[src/rtl/seq_det_pkg.sv]
// Shared constants and debug types for the serial pattern detector.
package seq_det_pkg;

  localparam int unsigned SEQ_LEN_DEF = 4;
  localparam logic [SEQ_LEN_DEF-1:0] PATTERN_DEF = 4'b1010;
  localparam int unsigned SEQ_LEN_MIN = 2;
  localparam int unsigned SEQ_LEN_MAX = 16;

  // Progress states of the equivalent default "1010" Moore detector
  typedef enum logic [2:0] {
    S0 = 3'd0,
    S1 = 3'd1,
    S2 = 3'd2,
    S3 = 3'd3,
    S4 = 3'd4
  } seq_state_t;

  // Width of a counter that must hold values 0..max_val
  function automatic int unsigned cnt_width(input int unsigned max_val);
    return $clog2(max_val + 1);
  endfunction

endpackage

[src/rtl/sequence_detector_history.sv]
// Serial history shift register with a saturating fill counter.
// Exposes next-state values so the caller can compare before the edge.
module seq_history
  import seq_det_pkg::*;
#(
  parameter int unsigned SEQ_LEN = SEQ_LEN_DEF
) (
  input  logic                             clk,
  input  logic                             rst_n,
  input  logic                             seq,
  input  logic                             clr,
  output logic [SEQ_LEN-1:0]               next_hist_c,
  output logic [cnt_width(SEQ_LEN)-1:0]    next_fill_c
);

  localparam int unsigned FILL_W = cnt_width(SEQ_LEN);
  localparam logic [FILL_W-1:0] FILL_MAX = FILL_W'(SEQ_LEN);

  logic [SEQ_LEN-1:0] hist;
  logic [FILL_W-1:0]  fill;

  // Next-state values: shift in newest bit, count valid bits up to saturation
  always_comb begin
    next_hist_c = {hist[SEQ_LEN-2:0], seq};
    next_fill_c = (fill == FILL_MAX) ? fill : fill + FILL_W'(1);
  end

  // History and fill registers; clr restarts counting on the same edge
  always_ff @(posedge clk or negedge rst_n) begin
    if (!rst_n) begin
      hist <= '0;
      fill <= '0;
    end else begin
      hist <= next_hist_c;
      fill <= clr ? '0 : next_fill_c;
    end
  end

endmodule

[src/rtl/sequence_detector.sv]
// Serial bit-pattern detector with a registered one-cycle match flag.
module sequence_detector
  import seq_det_pkg::*;
#(
  parameter int unsigned        SEQ_LEN = SEQ_LEN_DEF,
  parameter logic [SEQ_LEN-1:0] PATTERN = SEQ_LEN'(PATTERN_DEF),
  parameter bit                 OVERLAP = 1'b1
) (
  input  logic clk,
  input  logic rst_n,
  input  logic seq,
  output logic detected
);

  localparam int unsigned FILL_W = cnt_width(SEQ_LEN);
  localparam logic [FILL_W-1:0] FILL_MAX = FILL_W'(SEQ_LEN);

  // Elaboration-time parameter sanity checks
  if (SEQ_LEN < SEQ_LEN_MIN || SEQ_LEN > SEQ_LEN_MAX) begin : g_bad_len
    $error("sequence_detector: SEQ_LEN %0d outside 2..16", SEQ_LEN);
  end
  if ($bits(PATTERN) != SEQ_LEN) begin : g_bad_pat
    $error("sequence_detector: PATTERN width does not match SEQ_LEN");
  end

  logic [SEQ_LEN-1:0] next_hist_c;
  logic [FILL_W-1:0]  next_fill_c;
  logic               match_c;
  logic               clr_c;

  seq_history #(
    .SEQ_LEN (SEQ_LEN)
  ) u_hist (
    .clk         (clk),
    .rst_n       (rst_n),
    .seq         (seq),
    .clr         (clr_c),
    .next_hist_c (next_hist_c),
    .next_fill_c (next_fill_c)
  );

  // Match on the post-edge window; a full fill rules out reset-zero history
  always_comb begin
    match_c = (next_hist_c == PATTERN) && (next_fill_c == FILL_MAX);
    clr_c   = match_c && !OVERLAP;
  end

  // Registered match flag
  always_ff @(posedge clk or negedge rst_n) begin
    if (!rst_n) begin
      detected <= 1'b0;
    end else begin
      detected <= match_c;
    end
  end

endmodule

[config.mk]
export PLATFORM = sky130hd
export DESIGN_NAME = sequence_detector
export DESIGN_NICKNAME = d
export VERILOG_FILES = /design/src/rtl/seq_det_pkg.sv /design/src/rtl/sequence_detector_history.sv /design/src/rtl/sequence_detector.sv
export SDC_FILE = /design/constraint.sdc
export NUM_CORES = 1
export LEC_CHECK = 0
export CAP_MARGIN = 20
export CORE_AREA = 2 2 39 41
export CTS_BUF_LIST = sky130_fd_sc_hd__clkbuf_8
export DETAILED_ROUTE_END_ITERATION = 10
export DIE_AREA = 0 0 41 43
export PLACE_DENSITY_LB_ADDON = 0.15
export SYNTH_ARGS = -nofsm -noshare
export SYNTH_HDL_FRONTEND = slang
export SYNTH_SLANG_ARGS = --single-unit
[constraint.sdc]
create_clock -name clk -period 1.8 [get_ports clk]
set_clock_uncertainty 0.15 [all_clocks]
set_input_delay 0.36 -clock clk [delete_from_list [all_inputs] [get_ports clk]]
set_output_delay 0.36 -clock clk [all_outputs]
set_load 0.03 [all_outputs]
; Yosys cells after proc, flatten, opt, wreduce, memory -nomap -nowiden
; Cells that the tools add are included.
[word_totals]
reg_bits = 7
elab_cells = 9
in_bits = 3
output_inout_bits = 1
[classes]
reduce_logical = 1
n_addsub = 1
mux = 1
eq_ne = 3
[ops]
columns = cell, count
row1 = "== test 3 bit, second input constant", 2
row2 = "== test 4 bit, second input constant", 1
row3 = "adder 3 x 1 -> 3 bit, second input constant", 1
row4 = 2-to-1 mux 3 bit, 1
row5 = logical AND 1 bit, 1

; Logic depth before layout (Yosys ltp)
[logic_depth]
depth_word = 4
ltp_mapped = 5

; Cells and area by module
; From an unflattened synthesis, not the netlist that was laid out.
[hier_totals]
cells_unflattened = 26
hier_area_um2 = 304.0
[by_module_without_submodules]
columns = mod, area_per_inst_um2, cells_per_inst, instances, seq_area_each_um2
row1 = seq_history, 255.2, 21, 1, 150.1
row2 = sequence_detector, 48.8, 5, 1, 25.0

; Worst setup path before layout
; No wires, ideal clock.
[synth_timing]
kind = reg2reg
from = reg u_hist.fill[0]
to = reg detected
period_less_slack_ns = 1.298
arrival_ns = 1.052
t_required_ns = 1.554
n_path_buf = 0
path_stages_with_launch = 6
path_slack_ns = 0.502
cell_sequence = dfrtp_1 inv_2 ha_1 nor3b_1 nand3b_1 nor4_2
[synth_via]
elab_chain_cells = 4
word_cells_on_any_way = 5
classes_between = 1 x add/sub / 2 x eq/ne / 1 x mux / 1 x reduce/logical
[synth_rtl]
columns = element, line_no
row1 = start: declaration, sequence_detector_history.sv:20  ; logic [FILL_W-1:0] fill;
row2 = start signal: assignment, sequence_detector_history.sv:35  ; fill <= clr ? '0 : next_fill_c;
row3 = adder 3 x 1 -> 3 bit / == test 3 bit (equally long branches), sequence_detector_history.sv:25  ; next_fill_c = (fill == FILL_MAX) ? fill : fill + FILL_W'(1);
row4 = 2-to-1 mux 3 bit *, sequence_detector_history.sv:25
row5 = net next_fill_c[1], sequence_detector.sv:27  ; logic [FILL_W-1:0] next_fill_c;
row6 = == test 3 bit *, sequence_detector.sv:44  ; match_c = (next_hist_c == PATTERN) && (next_fill_c == FILL_MAX);
row7 = logical AND 1 bit *, sequence_detector.sv:44
row8 = net match_c, sequence_detector.sv:28  ; logic match_c;
row9 = end signal: assignment, sequence_detector.sv:53  ; detected <= match_c;
row10 = end: declaration, sequence_detector.sv:12  ; output logic detected
; The timed path passes the listed nets; every way through them passes the cells marked *.

; Worst setup path in the final report
[layout_timing]
from = reg detected
to = out detected
; No word-level cell between the ends.

==> summary.txt <==
Layout Nets = 33
CTS resizes = 0
Min Hold Slack = 0.227 ns
Yosys reg bits = 7
DR vias = 160
Buf+Inv Stages, Crit Path = 1
Critical Path RT = 1.29 ns
Max-slew headroom = 0.794
pwr dens = 1060 nW/um2
1st-pass router iterations = 2
layout cells sized above 1 = 0.222
worst setup path class = reg -> out
commonest cells after routing, fill and taps aside = dfrtp_1, nor2_1, clkbuf_8, clkdlybuf4s50_1
Detail Route Antenna Nets = 0
Mapped Area = 265 um2
Worst-path clk slew = 0.04 ns
placer congestion estimate = 0.542
R2R cell count = 5
critical path's top delay family = buffers and inverters
unrepaired setup endpoints after global routing = false
Area Growth Syn to Fin = 35.8%
Post-Syn Area per Cell = 13.3 um2
reg2reg setup slack = 0.41 ns
Port Buffers = 3
Hold/Removal Path Class = reg -> reg
hold_buf cts = 0
Clock Latency Late Sink = 0.22 ns
Max IR drop VDD = 0.247 mV
Worst Hold Launch = u_hist.hist[0]
clk sinks = 7
CTS Root Cell = clkbuf_8
CP arrival = 1.19 ns
leak pwr = 0.164 nW
first-pass GRT wire length = 690 um
GRT Util Overall = 0.0679
FF-to-FF End = detected
Slew Limit Fails = 0
Max FO, Critical Path = 1
Critical-path top delay cell = clkdlybuf4s50_1
Worst path depth = 1
antenna violations before repair = 0
TritonCTS clock tree = built
Critical R2R Launch = u_hist.fill[0]
max-cap check violation count = 0
status = complete, no violations
crit-path cells = clkdlybuf4s50_1
non-filler cells, final = 43
largest net degree at the start of global routing = 8
Worst Hold Path Cells = 0
Post-CTS Setup Inserts = 0
TritonCTS buffer count = 3
H-Tree Level Count = 1
GR Overflow Total = 0
Least-Margin Pin Slew = 0.309 ns
DR vias/cell = 3.72
post-synthesis sequential area ratio = 0.660
starting density of the core = 0.192
Layout Utilization = 0.260
Setup WS pre-CTS = 0.328 ns
CP endpoint = detected
commonest non-fill, non-tap cell in the layout = dfrtp_1
fin crit period = 1.70 ns
final wirelength = 358 um
net count after synthesis = 25
Startpoint Class = flip-flop
YS warnings = 0
CP startpoint = detected
Die Y = 43 um
clock buffer depth = 2
# rows = 14
placed cells = 39
crit end category = output pin
period utilisation layout = 0.942
IO Pins = 4
Max stage delay on crit path = 0.66 ns
Synth cell types = 11
DRC violations left = 0
Total Neg Setup Slack = 0 ns
vias in the first global route = 173
die width = 41 um
endpoints failing setup = 0
Antenna Cells = 0
total power = 382 uW
DRT iter0 DRCs = 4
cells after synthesis = 20
FMAX = 0.590 GHz
final setup margin = 0.104 ns
post-route cell area = 360 um2
Die ar. = 1760 um2
placed instance area = 315 um2
Final Hold Vio Count = 0
fill count = 154
average wire per standard cell = 8.33 um
core footprint = 1380 um2
[Yosys cell counts]
cell type,instances,area share
dfrtp_1,7,0.66
nor2_1,3,0.042
ha_1,2,0.094
inv_1,1,0.014
inv_2,1,0.014
nand2_1,1,0.014
nand2_2,1,0.024
nand3b_1,1,0.028
nor3b_1,1,0.028
nor4_2,1,0.047
xnor2_1,1,0.033
[where the power goes]
| group | total (mW) | leakage [nW] | internal [mW] | switching [mW] |
|---|---|---|---|---|
| combinational | 0.0115 | 0.0516 | 0.00618 | 0.00529 |
| clock | 0.207 | 0.0269 | 0.147 | 0.0603 |
| sequential | 0.164 | 0.0854 | 0.162 | 0.00155 |
| total | 0.382 | 0.164 | 0.315 | 0.0672 |
[state kept, by name, indices dropped and copies added, names as in the netlist]
signal       count
u_hist.hist      3
u_hist.fill      3
detected         1
[how the worst min path moves through the flow]
stage,endpoint
after global routing,u_hist.hist[1]
after floorplan,detected
final,u_hist.hist[1]
after detailed placement,u_hist.hist[1]
after CTS,u_hist.hist[1]
after global placement,u_hist.hist[1]
[kinds of logic after synthesis]
| group | after synthesis | synth area share |
|---|---|---|
| buffers and inverters | 2 | 0.0283 |
| and+or+nand+nor | 8 | 0.184 |
| adders and majority gates | 2 | 0.0943 |
| DFF | 7 | 0.660 |
| xor gates and xnor gates | 1 | 0.0330 |
[metal layers]
metal	up-vias	share of wire	global-route usage
met5	-	0	0
met4	0	0	0.100
met3	0	0.045	0.0314
met2	4	0.45	0.0656
met1	77	0.51	0.0828
li1	79	-	-
[layout make-up]
type,instances,area [um2],area share
flip-flops and latches,7,175,0.486
clock buffers,3,41.3,0.115
clock inverters,1,3.75,0.0104
inverters,2,7.51,0.0208
multi-input cells,11,82.6,0.229
well taps,16,20.0,0.0556
repair buffers,3,30.0,0.0833
Note: power is estimated with default switching activity, not from simulation.
